**config.mk**
```make
export PLATFORM = sky130hd
export DESIGN_NAME = uart_alu_sequencer_flat
export DESIGN_NICKNAME = d
export VERILOG_FILES = /design/src/rtl/uart_alu_sequencer_if.sv /design/src/rtl/uart_alu_sequencer.sv /design/src/flat_wrapper.sv
export SDC_FILE = /design/constraint.sdc
export NUM_CORES = 1
export LEC_CHECK = 0
export BUFFER_PORTS_ARGS = -buffer_cell sky130_fd_sc_hd__buf_4
export CAP_MARGIN = 20
export CORE_MARGIN = 2
export CORE_UTILIZATION = 50
export DETAILED_ROUTE_END_ITERATION = 10
export PLACE_DENSITY = 0.74
export SKIP_CTS_REPAIR_TIMING = 1
export SLEW_MARGIN = 20
export SYNTH_ARGS = -nofsm -noshare
export SYNTH_HDL_FRONTEND = slang
export SYNTH_SLANG_ARGS = --single-unit
```
**constraint.sdc**
```tcl
create_clock -name i_clk -period 3.2 [get_ports i_clk]
set_clock_uncertainty 0.15 [all_clocks]
set_input_delay 0.16 -clock i_clk [delete_from_list [all_inputs] [get_ports i_clk]]
set_output_delay 0.16 -clock i_clk [all_outputs]
set_load 0.01 [all_outputs]
```
**src/rtl/uart_alu_sequencer_if.sv**
```systemverilog
// rtl/uart_alu_sequencer_if.sv - receiver/ALU/transmitter handshake bundle for the sequencer
interface uart_alu_sequencer_if #(
  parameter int N_DATA       = 8,
  parameter int PARITY_CHECK = 1,
  parameter int NB_OPERATION = 6
);
  logic [N_DATA+PARITY_CHECK-1:0] i_rx_data;
  logic                           i_rx_done;
  logic [N_DATA-1:0]              i_alu_data;
  logic                           i_tx_done;
  logic [N_DATA-1:0]              o_alu_data_a;
  logic [N_DATA-1:0]              o_alu_data_b;
  logic [NB_OPERATION-1:0]        o_alu_data_op;
  logic [N_DATA-1:0]              o_tx_data;
  logic                           o_tx_start;
  logic                           o_busy;
  logic                           o_err;
  logic [7:0]                     o_err_count;

  modport slave (
    input  i_rx_data, i_rx_done, i_alu_data, i_tx_done,
    output o_alu_data_a, o_alu_data_b, o_alu_data_op, o_tx_data,
    output o_tx_start, o_busy, o_err, o_err_count
  );

  modport master (
    output i_rx_data, i_rx_done, i_alu_data, i_tx_done,
    input  o_alu_data_a, o_alu_data_b, o_alu_data_op, o_tx_data,
    input  o_tx_start, o_busy, o_err, o_err_count
  );
endinterface

```
**src/rtl/uart_alu_sequencer.sv**
```systemverilog
// rtl/uart_alu_sequencer.sv - collects A, B, opcode bytes from a UART receiver, runs the ALU, sends the result
module uart_alu_sequencer #(
  parameter int N_DATA         = 8,
  parameter int PARITY_CHECK   = 1,
  parameter int NB_OPERATION   = 6,
  parameter int TIMEOUT_CYCLES = 100000
) (
  input logic                  i_clk,
  input logic                  i_rst,
  uart_alu_sequencer_if.slave  bus
);
  localparam int TW = $clog2(TIMEOUT_CYCLES + 1);
  localparam logic [TW-1:0] T_LAST = TW'(TIMEOUT_CYCLES - 1);

  typedef enum logic [2:0] {WAIT_A, WAIT_B, WAIT_OP, EXEC, SEND, WAIT_TX} state_t;

  state_t                  state;
  logic [TW-1:0]           tcnt;
  logic [N_DATA-1:0]       a_q, b_q, tx_q;
  logic [NB_OPERATION-1:0] op_q;
  logic                    start_q, busy_q, err_q;
  logic [7:0]              err_cnt;
  logic                    parity_ok, counting, timeout_hit, rx_good, err_event;

  generate
    if (PARITY_CHECK != 0) begin : g_par
      assign parity_ok = ~^bus.i_rx_data;
    end else begin : g_nopar
      assign parity_ok = 1'b1;
    end
  endgenerate

  // Bad parity and overrun both land in the first term; a good byte or tx_done beats a timeout.
  always_comb begin
    counting    = (state == WAIT_B) || (state == WAIT_OP) || (state == WAIT_TX);
    timeout_hit = counting && (tcnt == T_LAST);
    rx_good     = bus.i_rx_done && parity_ok &&
                  ((state == WAIT_A) || (state == WAIT_B) || (state == WAIT_OP));
    err_event   = 1'b0;
    if (bus.i_rx_done && !rx_good) err_event = 1'b1;
    if (timeout_hit && !rx_good && !((state == WAIT_TX) && bus.i_tx_done)) err_event = 1'b1;
  end

  always_ff @(posedge i_clk or posedge i_rst) begin
    if (i_rst) begin
      state   <= WAIT_A;
      tcnt    <= '0;
      a_q     <= '0;
      b_q     <= '0;
      op_q    <= '0;
      tx_q    <= '0;
      start_q <= 1'b0;
      busy_q  <= 1'b0;
      err_q   <= 1'b0;
      err_cnt <= 8'd0;
    end else begin
      start_q <= 1'b0;
      err_q   <= err_event;
      if (err_event && err_cnt != 8'hFF) err_cnt <= err_cnt + 8'd1;
      case (state)
        WAIT_A, WAIT_B, WAIT_OP: begin
          if (bus.i_rx_done && !parity_ok) begin
            state <= WAIT_A;
            tcnt  <= '0;
          end else if (rx_good) begin
            tcnt <= '0;
            if (state == WAIT_A) begin
              a_q   <= bus.i_rx_data[N_DATA-1:0];
              state <= WAIT_B;
            end else if (state == WAIT_B) begin
              b_q   <= bus.i_rx_data[N_DATA-1:0];
              state <= WAIT_OP;
            end else begin
              op_q   <= bus.i_rx_data[NB_OPERATION-1:0];
              state  <= EXEC;
              busy_q <= 1'b1;
            end
          end else if (timeout_hit) begin
            state <= WAIT_A;
            tcnt  <= '0;
          end else if (counting) begin
            tcnt <= tcnt + 1'b1;
          end
        end
        EXEC: begin
          tx_q  <= bus.i_alu_data;
          state <= SEND;
          tcnt  <= '0;
        end
        SEND: begin
          start_q <= 1'b1;
          state   <= WAIT_TX;
          tcnt    <= '0;
        end
        WAIT_TX: begin
          if (bus.i_tx_done || timeout_hit) begin
            state  <= WAIT_A;
            busy_q <= 1'b0;
            tcnt   <= '0;
          end else begin
            tcnt <= tcnt + 1'b1;
          end
        end
        default: begin
          state  <= WAIT_A;
          busy_q <= 1'b0;
          tcnt   <= '0;
        end
      endcase
    end
  end

  assign bus.o_alu_data_a  = a_q;
  assign bus.o_alu_data_b  = b_q;
  assign bus.o_alu_data_op = op_q;
  assign bus.o_tx_data     = tx_q;
  assign bus.o_tx_start    = start_q;
  assign bus.o_busy        = busy_q;
  assign bus.o_err         = err_q;
  assign bus.o_err_count   = err_cnt;
endmodule

```
**src/flat_wrapper.sv**
```systemverilog
// flat-port wrapper written by rule: the top's interface ports become plain ports
module uart_alu_sequencer_flat 
#(
  parameter int N_DATA         = 8,
  parameter int PARITY_CHECK   = 1,
  parameter int NB_OPERATION   = 6,
  parameter int TIMEOUT_CYCLES = 100000
)
  (i_clk, i_rst, bus_i_rx_data, bus_i_rx_done, bus_i_alu_data, bus_i_tx_done, bus_o_alu_data_a, bus_o_alu_data_b, bus_o_alu_data_op, bus_o_tx_data, bus_o_tx_start, bus_o_busy, bus_o_err, bus_o_err_count);
  uart_alu_sequencer_if #(.N_DATA(N_DATA), .PARITY_CHECK(PARITY_CHECK), .NB_OPERATION(NB_OPERATION)) bus_i ();
  input logic i_clk;
  input logic i_rst;
  input wire logic [$bits(bus_i.i_rx_data)-1:0] bus_i_rx_data;
  input wire logic [$bits(bus_i.i_rx_done)-1:0] bus_i_rx_done;
  input wire logic [$bits(bus_i.i_alu_data)-1:0] bus_i_alu_data;
  input wire logic [$bits(bus_i.i_tx_done)-1:0] bus_i_tx_done;
  output wire logic [$bits(bus_i.o_alu_data_a)-1:0] bus_o_alu_data_a;
  output wire logic [$bits(bus_i.o_alu_data_b)-1:0] bus_o_alu_data_b;
  output wire logic [$bits(bus_i.o_alu_data_op)-1:0] bus_o_alu_data_op;
  output wire logic [$bits(bus_i.o_tx_data)-1:0] bus_o_tx_data;
  output wire logic [$bits(bus_i.o_tx_start)-1:0] bus_o_tx_start;
  output wire logic [$bits(bus_i.o_busy)-1:0] bus_o_busy;
  output wire logic [$bits(bus_i.o_err)-1:0] bus_o_err;
  output wire logic [$bits(bus_i.o_err_count)-1:0] bus_o_err_count;
  assign bus_i.i_rx_data = bus_i_rx_data;
  assign bus_i.i_rx_done = bus_i_rx_done;
  assign bus_i.i_alu_data = bus_i_alu_data;
  assign bus_i.i_tx_done = bus_i_tx_done;
  assign bus_o_alu_data_a = bus_i.o_alu_data_a;
  assign bus_o_alu_data_b = bus_i.o_alu_data_b;
  assign bus_o_alu_data_op = bus_i.o_alu_data_op;
  assign bus_o_tx_data = bus_i.o_tx_data;
  assign bus_o_tx_start = bus_i.o_tx_start;
  assign bus_o_busy = bus_i.o_busy;
  assign bus_o_err = bus_i.o_err;
  assign bus_o_err_count = bus_i.o_err_count;
  uart_alu_sequencer #(.N_DATA(N_DATA), .PARITY_CHECK(PARITY_CHECK), .NB_OPERATION(NB_OPERATION), .TIMEOUT_CYCLES(TIMEOUT_CYCLES)) u_core (.i_clk(i_clk), .i_rst(i_rst), .bus(bus_i));
endmodule
```
==> results.cfg, run 1 <==
[yosys]
synth_nets = 281
yosysUniqueCellTypes = 50
yosysWarnings = 0
synth.avg_cell_area_sq_um = 11.7
synth-edff-count = 0
syn_inst = 258
yosys_most_used_dff = dfrtp_1
syn_area_sq_mm = 0.00302
yosysSeqAreaShare_pct = 50.6
synthArstFlopShare_pct = 100
synth-seq-cells = 61

[clock_network]
cts.path.max_buffers = 2
clockRootBuffer = clkbuf_8
numCtsBuffers = 9
cts.htree.levels = 3
clk_pin_slew_ns = 0.07
clock_latency_ns = 0.34
cts.sinks = 61
cts_tree = built

[sta]
setup_viol = 0
fin_crit_ns = 2.65
whs_ns = 0.124
tns_ns = 0
maxSlewHeadroom_pct = 49.2
worstMarginPinSlew_ns = 0.762
hold_viol_final = 0
rsz0062_at_grt = false
slew_viol_final = 0
fin_crit_sh_pct = 82.9
fmax_ghz = 0.377

[drt]
drtAntennaViolNets = 0
drt_iter0_markers = 117
vias_per_cell = 5.46
routed_wl_microns = 6580
num_vias = 2310
wl_per_cell_microns = 15.6
dr.pass1.iters = 4
drc = 0

[worst_setup_path]
cp.required_ns = 3.28
cp-end-kind = flop
path_class = input port to flop
critPathArrivalTime_ns = 2.73
worstPathMaxFanout = 13
cp-start-kind = input port

[placed_design]
place_area_sq_mm = 0.00355
numPlacedInstances = 389
io_buffers = 61
dpl.hpwl_microns = 4350
gp_congestion = 0.794

[die]
row_count = 28
die_w_microns = 81.7
core_area_sq_mm = 0.00589
initial_core_util_pct = 51.2
fp.dieArea_sq_mm = 0.00667
die_y_microns = 81.7
ioPinCount = 62

[layout]
layoutNonFillerInstCount = 423
layout_commonest_cell = buf_4
final_cell_mix = buf_4 (64), dfrtp_1 (61), mux2_2 (23)
final_area_sq_mm = 0.00396
diodes = 0
drive_above_1_share_pct = 34.5
num-nets-final = 366
syn2layout_area_growth_pct = 31.2

[pwr]
vdd_drop_max_v = 0.000474
power.total_mw = 3.34
p_leak_nw = 1.82
power_per_cell_area_mw_per_mm2 = 843

[global_routing]
grt_pass1_wl_microns = 10400
grt_pass1_vias = 2210
grt_use_total_pct = 20.7
grt_max_degree = 36
antenna_found_initial = 0
grt_overflow = 0

[hold_path]
hold_path.class = input port to flop

[status]
status = finished clean

[flow_run]
maxCapViolCount = 0
[sequential cells by signal, summed over array words and instances, names as in the netlist]
register and count:
u_core.tcnt 17, u_core.bus.o_alu_data_a 8, u_core.bus.o_alu_data_b 8, u_core.bus.o_err_count 8, u_core.bus.o_tx_data 8, u_core.bus.o_alu_data_op 6, u_core.state 3, u_core.bus.o_busy 1
u_core.bus.o_err 1, u_core.bus.o_tx_start 1
[per-layer routing]
| metal | global-route usage (%) | routed length, microns | vias up |
|---|---|---|---|
| li1 | - | - | 1108 |
| met1 | 27.1 | 3000 | 1143 |
| met2 | 32.7 | 3190 | 49 |
| met3 | 5.60 | 294 | 10 |
| met4 | 8.33 | 102 | 0 |
| met5 | 0 | 0 | - |
[logic make-up (layout without fill, tap and decap cells)]
group / count (synthesis) / after routing / synth area share [%]
simple gates: 88 / 88 / 17.7
flops: 61 / 61 / 50.6
compound gates: 43 / 43 / 9.50
mux: 34 / 34 / 14.0
buf+inv: 16 / 106 / 2.32
xor+xnor: 14 / 14 / 5.02
fa+ha+maj: 2 / 2 / 0.830
[critical path, stage by stage]
cell	delay, ns
dlygate4sd3_1	0.54
buf_4	0.15
xor2_1	0.19
xnor3_1	0.48
mux2i_4	0.45
o21a_1	0.38
mux2_2	0.38
[final timing paths]
check	cells after the start	slack, ns	end	from
hold / removal	4	0.12	u_core.bus.o_busy$_DFFE_PP0P_	bus_i_tx_done
setup / recovery	7	0.55	u_core.bus.o_alu_data_op[5]$_DFFE_PP0P_	bus_i_rx_data[5]
min in group asynchronous	3	0.36	u_core.bus.o_alu_data_a[7]$_DFFE_PP0P_	i_rst
setup reg to reg	5	0.71	u_core.bus.o_err_count[6]$_DFFE_PP0P_	u_core.tcnt[14]$_DFFE_PP0P_
hold reg to reg	1	0.36	u_core.bus.o_err_count[5]$_DFFE_PP0P_	u_core.bus.o_err_count[5]$_DFFE_PP0P_
max in group asynchronous	4	1.84	u_core.bus.o_alu_data_b[5]$_DFFE_PP0P_	i_rst
[cells in the mapped netlist, drive strengths merged (2+ instances only)]
master / n / area (sq um)
nor3b: 3 / 27.5
buf: 3 / 21.3
or3: 10 / 62.6
dfrtp: 61 / 1530
mux2i: 2 / 32.5
nand2: 18 / 70.1
nand3b: 2 / 15.0
nor2b: 3 / 18.8
nor4: 3 / 18.8
nor3: 10 / 61.3
and2: 2 / 12.5
a21oi: 8 / 40.0
nand3: 16 / 92.6
xnor2: 3 / 26.3
a21o: 6 / 45.0
and4: 4 / 35.0
a22o: 4 / 35.0
nor2: 5 / 18.8
o21ai: 17 / 85.1
and3: 2 / 12.5
nand4: 4 / 25.0
clkbuf: 5 / 18.8
mux2: 32 / 390
ha: 2 / 25.0
inv: 8 / 30.0
xor2: 9 / 78.8
[power breakdown]
part / internal [mW] / total, mW / switching, mW
Clock: 0.482 / 0.778 / 0.296
Combinational: 0.709 / 1.28 / 0.572
Sequential: 1.05 / 1.28 / 0.228
[area by class of cell]
class                      count  area, sq um
fill                         453         1930
sequential                    61         1530
multi-input combinational    181         1420
timing repair buffer          82          661
clock buffer                  13          159
tap                           75         93.8
clock inverter                 3         67.6
inverter                       8         30.0
[metrics by stage]
step	setup WS, ns	util (%)
after CTS	0.700	64.2
final	0.547	67.2
after global routing	0.443	67.2
after global placement	0.831	60.3
after detailed placement	0.777	60.3
after floorplan	0.916	-
(Power assumes the default switching activity.)
==> run 2, diff against run 1 <==
Clock period 3.2 ns to 2.7 ns, I/O delays scaled along.
==> run 2 against run 1 <==
Effect of this change:
- utilization increased by 0.62 points
- sequential cell count unchanged
- sequential share of layout area decreased by 0.35 points
- combinational power increased by 20%
- critical path type unchanged
- largest power group is now combinational logic
==> results.cfg, run 2 (synthesis results as in run 1) <==
[sta]
setup_viol = 0
tns_ns = 0
rsz0062_at_grt = false
worstMarginPinSlew_ns = 0.484
hold_viol_final = 0
fin_crit_sh_pct = 94.3
fin_crit_ns = 2.55
whs_ns = 0.108
slew_viol_final = 0
setup_ws_ns = 0.153
fmax_ghz = 0.393
maxSlewHeadroom_pct = 67.1

[drt]
wl_per_cell_microns = 15.1
met1_length_microns = 2710
drt_iter0_markers = 135
drtAntennaViolNets = 0
highest-signal-layer = met4
wl_met2_microns = 3230
dr.pass1.iters = 4
num_vias = 2330
routed_wl_microns = 6430
drc = 0
wl_met3_microns = 419
vias_per_cell = 5.47

[clock_network]
cts_tree = built
clock_latency_ns = 0.33
clk_pin_slew_ns = 0.06
cts.htree.levels = 3
cts.path.max_buffers = 2
cts.sinks = 61
numCtsBuffers = 9
clockRootBuffer = clkbuf_8

[global_routing]
grt_pass1_wl_microns = 10200
grt_overflow = 0
grt_pass1_vias = 2103
grt_use_total_pct = 20.2
grt_max_degree = 26
antenna_found_initial = 0

[layout]
post-route-util_pct = 67.8
syn2layout_area_growth_pct = 32.4
largest_reg_flops = 17
drive_above_1_share_pct = 35.0
diodes = 0
regMostFlops = u_core.tcnt
num-nets-final = 369
layout_commonest_cell = buf_4
final_cell_mix = buf_4 (67), dfrtp_1 (61), mux2_2 (23)
layoutNonFillerInstCount = 426
final_area_sq_mm = 0.00399

[worst_setup_path]
cp-end-kind = flop
cp-start-kind = input port
worstPathMaxFanout = 13
cp.required_ns = 2.77
path_class = input port to flop
critPathArrivalTime_ns = 2.61
r2r_cells = 5

[pwr]
p_sw_mw = 1.29
power_frac_comb_pct = 38.3
power.total_mw = 4.03
seqPwrFrac_pct = 37.4
clkPwrFrac_pct = 24.3
vdd_drop_max_v = 0.000547
p_int_mw = 2.75
power_per_cell_area_mw_per_mm2 = 1010
switching_share_pct = 31.9
p_leak_nw = 1.84

[die]
fp.dieArea_sq_mm = 0.00667
ioPinCount = 62
die_w_microns = 81.7
row_count = 28
initial_core_util_pct = 51.2
core_area_sq_mm = 0.00589
die_y_microns = 81.7

[flow_run]
maxCapViolCount = 0

[placed_design]
gp_congestion = 0.812
numPlacedInstances = 392
io_buffers = 61
place_area_sq_mm = 0.00357
post-place-ws_ns = 0.285
dpl.hpwl_microns = 4500

[status]
status = finished clean

[hold_path]
hold_path.class = input port to flop
hold_depth = 4
run 2: changes by cell type in the layout (fill, tap and decap cells not counted):
| cell | previous run | this run |
|---|---|---|
| clkinvlp_4 | 1 | 0 |
| clkinv_2 | 0 | 1 |
| buf_4 | 64 | 67 |
| bufinv_16 | 2 | 3 |
| clkbuf_8 | 11 | 10 |
run 2: per-layer routing:
metal / vias to the layer above / track usage [%]
li1: 1123 / -
met3: 10 / 5.49
met5: - / 0
met4: 0 / 7.50
met1: 1126 / 26.1
met2: 71 / 32.7
run 2: power by group through the flow:
stage / Combinational (mW) / Sequential (mW) / Clock, mW
floorplan: 0.788 / 1.58 / 0
global placement: 1.50 / 1.51 / 0
detailed placement: 1.53 / 1.52 / 0
CTS: 1.54 / 1.51 / 1.00
global route: 1.69 / 1.56 / 1.03
finish: 1.54 / 1.51 / 0.980
run 2: final cells by class:
class / count / area [sq um]
clock inverter: 4 / 95.1
multi-input combinational: 181 / 1420
timing repair buffer: 85 / 683
fill: 435 / 1890
clock buffer: 12 / 145
tap: 75 / 93.8
inverter: 8 / 30.0
sequential: 61 / 1530
run 2: worst paths after layout:
check,from,end,slack (ns)
hold / removal,bus_i_tx_done,u_core.bus.o_busy$_DFFE_PP0P_,0.11
setup reg to reg,u_core.tcnt[14]$_DFFE_PP0P_,u_core.bus.o_err_count[6]$_DFFE_PP0P_,0.26
max in group asynchronous,i_rst,u_core.state[2]$_DFFE_PP0P_,1.51
hold reg to reg,u_core.bus.o_alu_data_b[4]$_DFFE_PP0P_,u_core.bus.o_alu_data_b[4]$_DFFE_PP0P_,0.36
setup / recovery,bus_i_rx_data[2],u_core.bus.o_alu_data_op[4]$_DFFE_PP0P_,0.15
min in group asynchronous,i_rst,u_core.bus.o_alu_data_a[4]$_DFFE_PP0P_,0.20
run 2: critical path, stage by stage:
cell	delay, ns
dlygate4sd3_1	0.54
buf_4	0.13
xor3_1	0.43
nand3b_1	0.21
mux2i_4	0.41
o21a_1	0.39
mux2_2	0.37
==> run 3, diff against run 2 <==
Settings changed: PLACE_DENSITY 0.74 to 0.77.
==> run 3 against run 2 <==
Effect of this change:
- sequential power about the same
- global-route usage increased by 0.36 points
- first-iteration DRC count increased by 8.1%
- worst hold slack improved by 0.0028 ns
- die area unchanged
- clock power decreased by 20%
- maximum frequency decreased by 2.3%
- combinational power about the same
- critical endpoint is now u_core.bus.o_alu_data_op[5]$_DFFE_PP0P_
==> results.cfg, run 3 (synthesis results as in run 1) <==
[clock_network]
clockRootBuffer = clkbuf_8
clk_pin_slew_ns = 0.07
numCtsBuffers = 9
clock_latency_ns = 0.33
cts_tree = built
cts.path.max_buffers = 2
cts.sinks = 61
cts.htree.levels = 3

[layout]
largest_reg_flops = 17
fill_cells = 450
multi_input_area_sq_mm = 0.00142
regArea_sq_mm = 0.00153
regMostFlops = u_core.tcnt
drive_above_1_share_pct = 35.1
num-nets-final = 368
syn2layout_area_growth_pct = 30.5
diodes = 0
final_cell_mix = buf_4 (66), dfrtp_1 (61), mux2_2 (23)
layout_commonest_cell = buf_4

[drt]
drc = 0
vias_per_cell = 5.45
drt_iter0_markers = 146
num_vias = 2316
dr.pass1.iters = 4
drtAntennaViolNets = 0
wl_per_cell_microns = 15.5
routed_wl_microns = 6590

[worst_setup_path]
reg2reg_from = u_core.tcnt[14]$_DFFE_PP0P_
path_class = input port to flop
critPathArrivalTime_ns = 2.67
worstPathMaxFanout = 13
r2r_cells = 5
cp-start-kind = input port
startpoint = bus_i_rx_data[6]
reg2reg_to = u_core.bus.o_err_count[6]$_DFFE_PP0P_
cp.required_ns = 2.76
r2r_slack_ns = 0.26
cp-end-kind = flop

[sta]
slew_viol_final = 0
fin_crit_ns = 2.61
worstMarginPinSlew_ns = 0.492
maxSlewHeadroom_pct = 66.5
fin_crit_sh_pct = 96.5
fmax_ghz = 0.384
tns_ns = 0
hold_viol_final = 0
setup_viol = 0

[pwr]
power_per_cell_area_mw_per_mm2 = 974
vdd_drop_max_v = 0.000539
p_leak_nw = 1.81
power.total_mw = 3.83

[global_routing]
antenna_found_initial = 0
grt_overflow = 0
grt_use_total_pct = 20.6
grt_pass1_wl_microns = 10500
grt_pass1_vias = 2245
grt_max_degree = 25

[hold_path]
hold_path.class = input port to flop
min-delay-start = bus_i_tx_done
min_to = u_core.state[2]$_DFFE_PP0P_
hold_depth = 4

[die]
initial_core_util_pct = 51.2
fp.dieArea_sq_mm = 0.00667
die_y_microns = 81.7
core_area_sq_mm = 0.00589
row_count = 28
die_w_microns = 81.7
ioPinCount = 62

[placed_design]
io_buffers = 61
dpl.hpwl_microns = 4500
gp_congestion = 0.818

[flow_run]
maxCapViolCount = 0

[status]
status = finished clean
run 3: metrics by stage:
stage / area [sq um] / std cells / setup slack (ns) / util, % / hold slack (ns)
2_1_floorplan: 3020 / 258 / 0.416 / - / 0.128
3_3_place_gp: 3560 / 391 / 0.352 / 60.6 / 0.0576
3_5_place_dp: 3560 / 391 / 0.264 / 60.6 / 0.0587
4_1_cts: 3760 / 407 / 0.258 / 63.8 / -0.305
5_1_grt: 3940 / 425 / -0.0217 / 66.9 / 0.119
6_report: 3940 / 425 / 0.0934 / 66.9 / 0.110
run 3: critical path, cell delays in order:
cell	delay [ns]
dlygate4sd3_1	0.53
buf_4	0.15
xor2_1	0.16
xnor3_1	0.48
mux2i_4	0.45
o21a_1	0.39
mux2_2	0.37
run 3: where the power goes:
group	switching (mW)	internal (mW)	total, mW
clock	0.361	0.424	0.786
combinational	0.676	0.857	1.53
sequential	0.273	1.24	1.52
run 3: per-layer routing:
| metal | GRT usage [%] | routed length [microns] | share of wire, % |
|---|---|---|---|
| met5 | 0 | 0 | 0 |
| met4 | 8.67 | 78 | 1.2 |
| met3 | 3.85 | 300 | 4.6 |
| met2 | 33.5 | 3440 | 52 |
| met1 | 27.0 | 2770 | 42 |
run 3: worst max path at each step:
stage	depth (start not counted)	end	slack [ns]
after CTS	5	u_core.bus.o_err_count[6]$_DFFE_PP0P_	0.26
after global routing	7	u_core.bus.o_alu_data_op[1]$_DFFE_PP0P_	-0.02
after global placement	5	u_core.bus.o_err_count[6]$_DFFE_PP0P_	0.35
final	7	u_core.bus.o_alu_data_op[5]$_DFFE_PP0P_	0.09
after detailed placement	5	u_core.bus.o_err_count[6]$_DFFE_PP0P_	0.26
after floorplan	5	u_core.bus.o_err_count[6]$_DFFE_PP0P_	0.42
run 3: area by class of cell:
type	instances	share of cell area, %
well taps	75	2.38
multi-input cells	181	36.0
clock buffers	10	3.24
clock inverters	6	1.62
inverters	8	0.763
flip-flops and latches	61	38.8
repair buffers	84	17.2
